`config.mk`:
```
export PLATFORM = sky130hd
export DESIGN_NAME = tdt_dmi_apb_mux
export DESIGN_NICKNAME = d
export VERILOG_FILES = /design/src/rtl/tdt_dmi_apb_mux.sv
export SDC_FILE = /design/constraint.sdc
export NUM_CORES = 1
export LEC_CHECK = 0
export BUFFER_PORTS_ARGS = -buffer_cell sky130_fd_sc_hd__buf_2
export CORE_MARGIN = 2
export CORE_UTILIZATION = 45
export DETAILED_ROUTE_END_ITERATION = 10
export PLACE_DENSITY = 0.89
export SLEW_MARGIN = 20
export SYNTH_ARGS = -nofsm -noshare
export SYNTH_HDL_FRONTEND = slang
export SYNTH_SLANG_ARGS = --single-unit
```
`constraint.sdc`:
```
create_clock -name sys_apb_clk -period 2.6 [get_ports sys_apb_clk]
set_input_delay 0.26 -clock sys_apb_clk [delete_from_list [all_inputs] [get_ports sys_apb_clk]]
set_output_delay 0.26 -clock sys_apb_clk [all_outputs]
set_load 0.005 [all_outputs]
```
`src/rtl/tdt_dmi_apb_mux.sv`:
```
// DMI-side APB decoder: routes one DTM master transfer to one of SLAVE_NUM
// debug-module slaves through a registered SETUP/ACCESS sequence.
module tdt_dmi_apb_mux #(
  parameter int SLAVE_NUM   = 2,
  parameter int HIGH_ADDR_W = 2,
  parameter int TIMEOUT_CYC = 255
) (
  input  logic                      sys_apb_clk,
  input  logic                      sys_apb_rst_b,
  input  logic [12+HIGH_ADDR_W-1:0] pad_tdt_dmi_paddr,
  input  logic                      pad_tdt_dmi_psel,
  input  logic                      pad_tdt_dmi_penable,
  input  logic                      pad_tdt_dmi_pwrite,
  input  logic [31:0]               pad_tdt_dmi_pwdata,
  output logic [31:0]               tdt_dmi_pad_prdata,
  output logic                      tdt_dmi_pad_pready,
  output logic                      tdt_dmi_pad_pslverr,
  output logic [11:0]               tdt_dmi_paddr,
  output logic [SLAVE_NUM-1:0]      tdt_dmi_psel,
  output logic                      tdt_dmi_penable,
  output logic                      tdt_dmi_pwrite,
  output logic [31:0]               tdt_dmi_pwdata,
  input  logic [32*SLAVE_NUM-1:0]   tdt_dmi_prdata,
  input  logic [SLAVE_NUM-1:0]      tdt_dmi_pready,
  input  logic [SLAVE_NUM-1:0]      tdt_dmi_pslverr
);

  localparam int AW    = 12 + HIGH_ADDR_W;
  localparam int CNT_W = (TIMEOUT_CYC > 0) ? $clog2(TIMEOUT_CYC + 1) : 1;
  localparam logic [CNT_W-1:0]     TIMEOUT_VAL = CNT_W'(TIMEOUT_CYC);
  localparam logic [HIGH_ADDR_W:0] SLV_LIMIT   = (HIGH_ADDR_W + 1)'(SLAVE_NUM);

  typedef enum logic [1:0] {
    ST_IDLE   = 2'd0,
    ST_SETUP  = 2'd1,
    ST_ACCESS = 2'd2,
    ST_RESP   = 2'd3
  } state_e;

  state_e               state_q, state_d;
  logic [CNT_W-1:0]     cnt_q, cnt_d;
  logic [SLAVE_NUM-1:0] psel_q, psel_d;
  logic                 penable_q, penable_d;
  logic [11:0]          paddr_q, paddr_d;
  logic                 pwrite_q, pwrite_d;
  logic [31:0]          pwdata_q, pwdata_d;
  logic                 pad_pready_q, pad_pready_d;
  logic                 pad_pslverr_q, pad_pslverr_d;
  logic [31:0]          pad_prdata_q, pad_prdata_d;

  logic [HIGH_ADDR_W-1:0] idx_s;
  logic                   idx_valid_s;
  logic [SLAVE_NUM-1:0]   dec_oh_s;
  logic                   sel_ready_s;
  logic                   sel_err_s;
  logic [31:0]            sel_rdata_s;
  logic                   timeout_s;
  logic                   unused_s;

  // The master's penable plays no part in starting a capture.
  assign unused_s    = pad_tdt_dmi_penable;
  assign idx_s       = pad_tdt_dmi_paddr[AW-1:12];
  assign idx_valid_s = ({1'b0, idx_s} < SLV_LIMIT);
  assign timeout_s   = (TIMEOUT_CYC != 0) && (cnt_q == TIMEOUT_VAL);

  // Slave index decode to one-hot select.
  always_comb begin
    dec_oh_s = '0;
    for (int i = 0; i < SLAVE_NUM; i++) begin
      dec_oh_s[i] = (idx_s == HIGH_ADDR_W'(i));
    end
  end

  // Response mux keyed off the registered one-hot select.
  always_comb begin
    sel_ready_s = 1'b0;
    sel_err_s   = 1'b0;
    sel_rdata_s = 32'h0000_0000;
    for (int i = 0; i < SLAVE_NUM; i++) begin
      sel_ready_s = sel_ready_s | (tdt_dmi_pready[i] & psel_q[i]);
      sel_err_s   = sel_err_s | (tdt_dmi_pslverr[i] & psel_q[i]);
      sel_rdata_s = sel_rdata_s | (tdt_dmi_prdata[32*i +: 32] & {32{psel_q[i]}});
    end
  end

  // Next-state and registered-output logic.
  always_comb begin
    state_d       = state_q;
    cnt_d         = cnt_q;
    psel_d        = psel_q;
    penable_d     = penable_q;
    paddr_d       = paddr_q;
    pwrite_d      = pwrite_q;
    pwdata_d      = pwdata_q;
    pad_pready_d  = 1'b0;
    pad_pslverr_d = pad_pslverr_q;
    pad_prdata_d  = pad_prdata_q;
    case (state_q)
      ST_IDLE: begin
        if (pad_tdt_dmi_psel) begin
          paddr_d  = pad_tdt_dmi_paddr[11:0];
          pwrite_d = pad_tdt_dmi_pwrite;
          pwdata_d = pad_tdt_dmi_pwdata;
          if (idx_valid_s) begin
            psel_d  = dec_oh_s;
            state_d = ST_SETUP;
          end else begin
            pad_pready_d  = 1'b1;
            pad_pslverr_d = 1'b1;
            pad_prdata_d  = 32'h0000_0000;
            state_d       = ST_RESP;
          end
        end else begin
          state_d = ST_IDLE;
        end
      end
      ST_SETUP: begin
        penable_d = 1'b1;
        state_d   = ST_ACCESS;
      end
      ST_ACCESS: begin
        // A ready in the timeout cycle still returns the slave's answer.
        if (sel_ready_s) begin
          psel_d        = '0;
          penable_d     = 1'b0;
          pad_pready_d  = 1'b1;
          pad_pslverr_d = sel_err_s;
          pad_prdata_d  = pwrite_q ? 32'h0000_0000 : sel_rdata_s;
          state_d       = ST_RESP;
        end else if (timeout_s) begin
          psel_d        = '0;
          penable_d     = 1'b0;
          pad_pready_d  = 1'b1;
          pad_pslverr_d = 1'b1;
          pad_prdata_d  = 32'h0000_0000;
          state_d       = ST_RESP;
        end else begin
          cnt_d = cnt_q + {{(CNT_W-1){1'b0}}, 1'b1};
        end
      end
      ST_RESP: begin
        cnt_d         = '0;
        pad_pslverr_d = 1'b0;
        pad_prdata_d  = 32'h0000_0000;
        state_d       = ST_IDLE;
      end
      default: begin
        state_d       = ST_IDLE;
        cnt_d         = '0;
        psel_d        = '0;
        penable_d     = 1'b0;
        pad_pslverr_d = 1'b0;
        pad_prdata_d  = 32'h0000_0000;
      end
    endcase
  end

  // State and output registers with synchronous active-low reset.
  always_ff @(posedge sys_apb_clk) begin
    if (!sys_apb_rst_b) begin
      state_q       <= ST_IDLE;
      cnt_q         <= '0;
      psel_q        <= '0;
      penable_q     <= 1'b0;
      paddr_q       <= 12'h000;
      pwrite_q      <= 1'b0;
      pwdata_q      <= 32'h0000_0000;
      pad_pready_q  <= 1'b0;
      pad_pslverr_q <= 1'b0;
      pad_prdata_q  <= 32'h0000_0000;
    end else begin
      state_q       <= state_d;
      cnt_q         <= cnt_d;
      psel_q        <= psel_d;
      penable_q     <= penable_d;
      paddr_q       <= paddr_d;
      pwrite_q      <= pwrite_d;
      pwdata_q      <= pwdata_d;
      pad_pready_q  <= pad_pready_d;
      pad_pslverr_q <= pad_pslverr_d;
      pad_prdata_q  <= pad_prdata_d;
    end
  end

  assign tdt_dmi_psel        = psel_q;
  assign tdt_dmi_penable     = penable_q;
  assign tdt_dmi_paddr       = paddr_q;
  assign tdt_dmi_pwrite      = pwrite_q;
  assign tdt_dmi_pwdata      = pwdata_q;
  assign tdt_dmi_pad_pready  = pad_pready_q;
  assign tdt_dmi_pad_pslverr = pad_pslverr_q;
  assign tdt_dmi_pad_prdata  = pad_prdata_q;

endmodule

```
After elaboration in Yosys (flattened, before gate mapping) --
Index checks and enable logic that the tools add are counted.
Storage, ports and cells: flip-flop bits (word level) 92, bits in latches 0, RAM bits 0, bits in read-only memories 0, bits of input ports 119, memories kept 0
Cells by class: add/sub/neg operators 1, multipliers 0, divide/modulo/power cells 0, order comparisons 1, eq/ne operators 11, shift-type cells 0, multiplexer cells 32, bitwise logic cells 9, reductions and logical operators 11
Operators with widths (number):
- 32-bit 2-to-1 mux | 5
- 32-bit case mux with 3 select lines | 1
- 32-bit bitwise AND | 2
- 32-bit OR | 1
- 2-bit 2-to-1 mux | 8
- 8-bit 2-to-1 mux | 2
- 8-bit case mux with 2 select lines | 1
- 1-bit 2-to-1 mux | 10
- 2-bit != test, second input constant | 5
- 8-bit by 1-bit adder with 8-bit output, second input constant | 1
- 8-bit equality test, second input constant | 1
- 2-bit case mux with 4 select lines | 1
- 4-bit AND reduction | 2
- 2-bit nonzero test | 3
- 1-bit bitwise AND | 4
- 2-bit by 1-bit equality test with 1-bit output, second input constant | 2
- 2-bit equality test, second input constant | 2
- 2-bit logical NOT | 2
- 1-bit case mux with 2 select lines | 2
- 2-bit case mux with 2 select lines | 1
- 2-bit AND reduction | 2
- 3-bit != test, second input constant | 1
- 1-bit case mux with 3 select lines | 1
- 3-bit AND reduction | 1
- other kinds (3) | 4

Depth between registers and ports, before layout --
Gate-level depths: netlist of the first run.
depth after elaboration 5, mapped depth 9, mapped depth without buffers 6

Least setup slack after synthesis of the first run --
OpenSTA, ideal clock, no wires.
path kind register to register, start point register cnt_q[0], end point register pad_prdata_q[0] (netlist: tdt_dmi_pad_prdata[0]), library setup time 72 ps, arrival time 1752 ps, path slack 776 ps, cell stages (with the launch flop) 8, buffers on the path 2, period minus slack after synthesis 1824 ps, cells stage by stage dfxtp_1 ha_1 and3_2 a311oi_4 a211o_1 buf_6 buf_12 mux2i_1
On the way: longest elaborated chain between the ends 3
Ends and longest elaborated chain:
- start: declaration | line 41 | logic [CNT_W-1:0] cnt_q, cnt_d;
- start signal: assignment | line 173 | cnt_q <= cnt_d;
- 8-bit equality test | line 64 | assign timeout_s = (TIMEOUT_CYC != 0) && (cnt_q == TIMEOUT_VAL);
- 3-bit != test (no source line)
- 4-bit AND reduction (no source line)
- end signal: assignment | line 181 | pad_prdata_q <= pad_prdata_d;
- end: declaration | line 49 | logic [31:0] pad_prdata_q, pad_prdata_d;
No other way between the ends. A chain may end at the register's enable or synchronous reset.

Worst setup path after layout of the first run --
start point register state_q[0], end point register pad_prdata_q[29] (netlist: tdt_dmi_pad_prdata[29])
On the way: longest elaborated chain between the ends 3
Ends and longest elaborated chain:
- start: declaration | line 40 | state_e state_q, state_d;
- start signal: assignment | line 172 | state_q <= state_d;
- 2-bit equality test / 2-bit logical NOT (equally long branches) | line 98 | case (state_q)
- 3-bit != test (no source line), or another cell as far along
- 4-bit AND reduction (no source line)
Several ways; a longest one is shown, not always the timed one.

==> results of run 1 <==
==> power groups by stage <==
stage	combinational (uW)	sequential (uW)	clock, uW
3_5_place_dp	1290	1680	0
6_report	1280	1650	1050
3_3_place_gp	1250	1670	0
2_1_floorplan	987	1680	0
5_1_grt	1410	1670	1130
4_1_cts	1290	1650	1080
==> final cells by class <==
type                    count  area [sq um]
fillers                   743          3468
multi-input cells         347          2012
flip-flops and latches     92          1842
repair buffers            208          1076
well taps                 108         135.1
clock buffers               9         123.9
clock inverters             6         87.58
inverters                   5         18.77
==> cell usage after synthesis (3+ instances only) <==
cell      count
buf_1         3
a22o_1       32
nor2b_1       4
o211ai_1      3
ha_1          5
a21oi_1      54
nor2_1        6
clkbuf_1     27
o21ai_0       4
mux2i_1      35
dfxtp_1      92
nand2_1     167
a211oi_1      3
buf_12        3
or4_1         3
nand4_1       3
inv_1         4
==> through the flow <==
stage	setup WS (ns)	total power [uW]	instance area, sq um	utilization, %
detailed placement	0.4247	2971	5084	58.01
CTS	0.3961	4026	5295	60.42
global placement	0.5705	2924	5084	58.01
floorplan	0.7763	2670	4073	-
finish	0.3797	3982	5295	60.42
global route	0.2633	4210	5295	60.42
==> state kept, by name, summed over array words and instances (netlist names) <==
register             cells
tdt_dmi_pad_prdata      32
tdt_dmi_pwdata          32
tdt_dmi_paddr           12
cnt_q                    8
state_q                  2
tdt_dmi_psel             2
tdt_dmi_pad_pready       1
tdt_dmi_pad_pslverr      1
tdt_dmi_penable          1
tdt_dmi_pwrite           1
==> cells in the final DEF (no fill, tap or decap), types with 2 or more instances in the layout <==
cell         n
buf_2      199
inv_6        2
nor2b_1      4
buf_4        8
a22o_1      32
clkinv_2     2
a21oi_1     54
nand4_1      3
mux2i_1     35
or4_1        3
nor4_1       2
o41ai_1      2
inv_1        3
clkbuf_8     9
a22oi_1      2
a221oi_1     2
a211oi_1     3
and2_1       2
and3_2       2
dfxtp_1     92
nand2_1    167
nor2_1       6
ha_1         5
o21ai_0      4
bufinv_16    2
o211ai_1     3
==> cell families (layout without fill, tap and decap cells) <==
logic type               Yosys count  count (layout)
buffers and inverters             43             228
AND/OR/NAND/NOR                  195             195
adder cells (fa/ha/maj)            5               5
AO/OA/AOI/OAI                    112             112
multiplexers                      35              35
flip-flops                        92              92
==> layer usage <==
layer  wire [um]  part of all wire [%]  up-vias  track usage (%)
met5           0                     0        -                0
met4         153                   1.4        0            7.482
met3         989                   9.2       15            6.254
met2        5133                    48      179            38.10
met1        4491                    42     1868            23.46
li1            -                     -     2017                -
==> path summary, 6_finish.rpt <==
path	cells after the start	to	slack (ns)
setup reg to reg	7	tdt_dmi_pad_prdata[29]	0.38
hold reg to reg	2	tdt_dmi_pwdata[16]	0.45
hold / removal	3	tdt_dmi_pwdata[26]	0.13
setup / recovery	7	tdt_dmi_pad_prdata[29]	0.38
==> worst reg2reg max path: cells and delay by family, from the launching register on <==
family          cells  cell delay, ns
flops               1            0.34
mux                 1            0.26
compound gates      2            0.65
buf+inv             3            0.53
fa+ha+maj           1            0.37
==> impl_metrics.json, run 1 <==
{
  "nets": 787,
  "start_kind": "flop",
  "port_buffers": 199,
  "cts_buffer_depth": 2,
  "critPathBufInv": 3,
  "die_y_um": 99.14,
  "comb_power_share_pct": 32.2,
  "place_hpwl_um": 7740,
  "crit_arrival_ns": 2.50,
  "postCtsSetupRepairBufs": 0,
  "initial_utilization_pct": 46.47,
  "path_delay_family": "compound AO/OA/AOI/OAI gates",
  "postCtsHoldBufs": 0,
  "cts-root-buf": "clkbuf_8",
  "drt-total-wl_um": 10770,
  "synth_compound_area_share_pct": 19.29,
  "synthMuxAreaShare_pct": 8.602,
  "rsz0062_at_grt": "no",
  "grt_use_total_pct": 21.08,
  "async_reset_ff_share_pct": 0,
  "grt_max_degree": 56,
  "cts_tree": "yes",
  "clockPowerShare_pct": 26.3,
  "numCtsBuffers": 9,
  "synth-xor-area-share_pct": 0,
  "synth_fa_ha_area_share_pct": 1.536,
  "synth_cell_type_count": 43,
  "dp.cells": 760,
  "maxSlewViolCount": 0,
  "final-hold-violation-count": 0,
  "finalSetupViolations": 0,
  "status": "complete, no violations",
  "grt_pass1_wl_um": 17090,
  "final_cells": 775,
  "synthTopCellsByArea": "dfxtp_1 (45%), nand2_1 (15%), mux2i_1 (8.6%), a22o_1 (6.9%), a21oi_1 (6.6%)",
  "vias": 4079,
  "diodes": 0,
  "cts.htree.levels": 3,
  "min_from": "pad_tdt_dmi_pwdata[26]",
  "grt_pass1_vias": 3971,
  "crit_chain": "inv_1 -> ha_1 -> inv_2 -> a311oi_4 -> a211o_2 -> buf_12 -> mux2i_1",
  "overflow": 0,
  "path_max_fanout": 33,
  "synth_cells": 482,
  "critPathMaxStageDelay_ns": 0.45,
  "wl_per_cell_um": 13.89,
  "critPathSlowestCell": "a311oi_4",
  "synth_ff_type": "dfxtp_1",
  "drtPass1Iterations": 4,
  "die_w_um": 99.14,
  "area_growth_pct": 30.02,
  "antenna_found_initial": 0,
  "tightestPinTransition_ns": 0.6055,
  "postSynthAreaPerCell_sq_um": 8.449,
  "synth_edf_count": 0,
  "min_period_ns": 2.220,
  "clkLatencyLatePin_ns": 0.35,
  "fp.dieArea_sq_um": 9828,
  "critPathCaptureType": "flop",
  "power.switching_uw": 1318,
  "path_clk_slew_ns": 0.09,
  "worst-setup-path-type": "flop to flop",
  "p_int_uw": 2664,
  "clock-sinks": 92,
  "via_per_inst": 5.263,
  "p_leak_uw": 0.002536,
  "globalplace.congestion": 0.9264,
  "finalSetupTns_ns": 0,
  "ys_warn_count": 0,
  "critPathLaunch": "state_q[0]",
  "fin_crit_sh_pct": 85.40,
  "synth_top_family_by_area": "simple AND/OR/NAND/NOR gates",
  "synth-simple-area-share_pct": 19.72,
  "switching_share_pct": 33.10,
  "p_seq_share_pct": 41.5,
  "num_io_pins": 201,
  "worst_clock_skew_ns": 0.01204,
  "ys_ff_latch": 92,
  "yosysTopAreaCell": "dfxtp_1",
  "critPathRequiredTime_ns": 2.88,
  "relSlewSlack_pct": 59.63,
  "coreArea_sq_um": 8763,
  "p_per_area_nw_per_um2": 752.0,
  "rows": 34,
  "drv_cap": 0,
  "synthesis.nets": 606,
  "yosysTopAreaCellShare_pct": 45.22,
  "drcViolationCount": 0,
  "drive_gt1_share_pct": 34.78,
  "irDropWorstVdd_mv": 0.4130,
  "timing.fmax_mhz": 450.4,
  "ys_seq_area_share_pct": 45.22,
  "timing.rr.start": "state_q[0]",
  "syn_area_sq_um": 4073,
  "dr.first_iter.drc_count": 131,
  "min_path_type": "input pin to flop",
  "drtAntennaViolNets": 0,
  "whs_ns": 0.1343,
  "cts_resized": 0
}
No activity file was read; power rests on OpenSTA's default activity.
==> run 2: changes to the inputs <==
--- a/config.mk
+++ b/config.mk
@@ -8,6 +8,7 @@
 export BUFFER_PORTS_ARGS = -buffer_cell sky130_fd_sc_hd__buf_2
 export CORE_MARGIN = 2
 export CORE_UTILIZATION = 45
+export CTS_CLUSTER_DIAMETER = 80
 export DETAILED_ROUTE_END_ITERATION = 10
 export PLACE_DENSITY = 0.89
 export SLEW_MARGIN = 20
==> constraint.sdc (replaced) <==
create_clock -name sys_apb_clk -period 2.58 [get_ports sys_apb_clk]
set_input_delay 0.258 -clock sys_apb_clk [delete_from_list [all_inputs] [get_ports sys_apb_clk]]
set_output_delay 0.258 -clock sys_apb_clk [all_outputs]
set_load 0.005 [all_outputs]
==> run 2 against run 1 <==
  * Register-to-register slack gained 0.04 ns
  * Worst setup slack improved by 0.042 ns
  * Flip-flop and latch count is the same
  * Largest cell class unchanged
  * Sequential power about the same
  * Utilization fell by 0.11 points
  * Clock power down 7%
  * Global-route usage rose by 0.20 points
==> impl_metrics.json, run 2 (synthesized netlist as in run 1, its figures left out) <==
{
  "area_growth_pct": 29.77,
  "start_kind": "flop",
  "place_hpwl_um": 7821,
  "r2r_cells": 7,
  "drtPass1Iterations": 4,
  "grt_max_degree": 56,
  "status": "complete, no violations",
  "critPathSlowestCell": "a311oi_4",
  "worst-setup-path-type": "flop to flop",
  "crit_cells": 7,
  "fin_ws_ns": 0.4222,
  "num_io_pins": 201,
  "dr_wl_met3_um": 983,
  "path_delay_family": "compound AO/OA/AOI/OAI gates",
  "placed_cell_area_sq_um": 5084,
  "maxSlewViolCount": 0,
  "drcViolationCount": 0,
  "cts_buffer_depth": 2,
  "via_per_inst": 5.322,
  "wl_met2_um": 5171,
  "p_leak_uw": 0.002526,
  "drive_gt1_share_pct": 34.73,
  "postCtsSetupRepairBufs": 0,
  "initial_utilization_pct": 46.47,
  "critPathBufInv": 3,
  "antenna_found_initial": 0,
  "vias": 4130,
  "path_max_fanout": 33,
  "postCtsHoldBufs": 0,
  "layout_common_cells": "buf_2 (199), nand2_1 (167), dfxtp_1 (92)",
  "crit_arrival_ns": 2.44,
  "rsz0062_at_grt": "no",
  "cts-root-buf": "clkbuf_8",
  "timing.fmax_mhz": 463.4,
  "drt-total-wl_um": 10780,
  "fin_crit_sh_pct": 83.64,
  "grt_use_total_pct": 21.28,
  "critPathMaxStageDelay_ns": 0.44,
  "finalSetupTns_ns": 0,
  "die_y_um": 99.14,
  "grt_pass1_vias": 3858,
  "irDropWorstVdd_mv": 0.5063,
  "numCtsBuffers": 9,
  "relSlewSlack_pct": 57.74,
  "fp.dieArea_sq_um": 9828,
  "cts.htree.levels": 3,
  "min_period_ns": 2.158,
  "stdcell_area_sq_um": 5285,
  "final_common_cell": "buf_2",
  "power_uw": 3932,
  "p_per_area_nw_per_um2": 744.1,
  "whs_ns": 0.1358,
  "dr.max_layer_used": "met4",
  "grt_pass1_wl_um": 17280,
  "hold_path_depth": 3,
  "crit_chain": "inv_1 -> ha_1 -> inv_2 -> a311oi_4 -> a211o_2 -> buf_12 -> mux2i_1",
  "dr.first_iter.drc_count": 182,
  "clock-sinks": 92,
  "die_w_um": 99.14,
  "min_path_type": "input pin to flop",
  "final-hold-violation-count": 0,
  "overflow": 0,
  "drv_cap": 0,
  "tightestPinTransition_ns": 0.6339,
  "rows": 34,
  "critPathRequiredTime_ns": 2.86,
  "path_clk_slew_ns": 0.10,
  "globalplace.congestion": 0.9103,
  "diodes": 0,
  "post-place-ws_ns": 0.4536,
  "finalSetupViolations": 0,
  "cts_tree": "yes",
  "wl_per_cell_um": 13.90,
  "wirelength_met1_um": 4466,
  "drtAntennaViolNets": 0,
  "coreArea_sq_um": 8763,
  "port_buffers": 199,
  "nets": 787,
  "critPathCaptureType": "flop",
  "worst_clock_skew_ns": 0.01506,
  "clkLatencyLatePin_ns": 0.35,
  "cts_resized": 0
}
==> run 2: cell count changes in the layout (fill, tap and decap cells not counted) <==
cell        before  now
clkinv_4         0    1
bufinv_16        2    1
clkinvlp_4       0    1
clkinv_2         2    1
clkbuf_1         0    1
clkbuf_8         9   10
inv_6            2    1
==> run 2: final cells by class <==
type | instances | area, sq um
Inverter | 5 | 18.77
Tap cell | 108 | 135.1
Timing Repair Buffer | 208 | 1076
Multi-Input combinational cell | 347 | 2012
Clock inverter | 5 | 60.06
Sequential cell | 92 | 1842
Fill cell | 768 | 3478
Clock buffer | 11 | 141.4
==> run 2: path summary, 6_finish.rpt <==
kind / from / to / slack [ns]
max: state_q[0] / tdt_dmi_pad_prdata[23] / 0.42
min: pad_tdt_dmi_pwdata[11] / tdt_dmi_pwdata[11] / 0.14
max reg2reg: state_q[0] / tdt_dmi_pad_prdata[23] / 0.42
min reg2reg: tdt_dmi_paddr[2] / tdt_dmi_paddr[2] / 0.45
==> run 2: worst min-delay path: cells and delay by family <==
| kind | cells | cell delay [ns] |
|---|---|---|
| AND/OR/NAND/NOR | 1 | 0.04 |
| AO/OA/AOI/OAI | 1 | 0.05 |
| buffers and inverters | 1 | 0.09 |
==> run 2: per-layer routing <==
| layer | track usage (%) | up-vias |
|---|---|---|
| met2 | 37.21 | 189 |
| met5 | 0 | - |
| li1 | - | 2014 |
| met1 | 25.23 | 1910 |
| met4 | 7.060 | 0 |
| met3 | 5.903 | 17 |
==> run 2: report_power, final <==
group          switching, uW  internal [uW]
sequential              87.7           1570
combinational            727            565
clock                    499            479
total                   1310           2620
==> run 2: metrics by stage <==
| stage | std cells | utilization, % |
|---|---|---|
| floorplan | 482 | - |
| global placement | 760 | 58.01 |
| detailed placement | 760 | 58.01 |
| CTS | 776 | 60.31 |
| global route | 776 | 60.31 |
| finish | 776 | 60.31 |
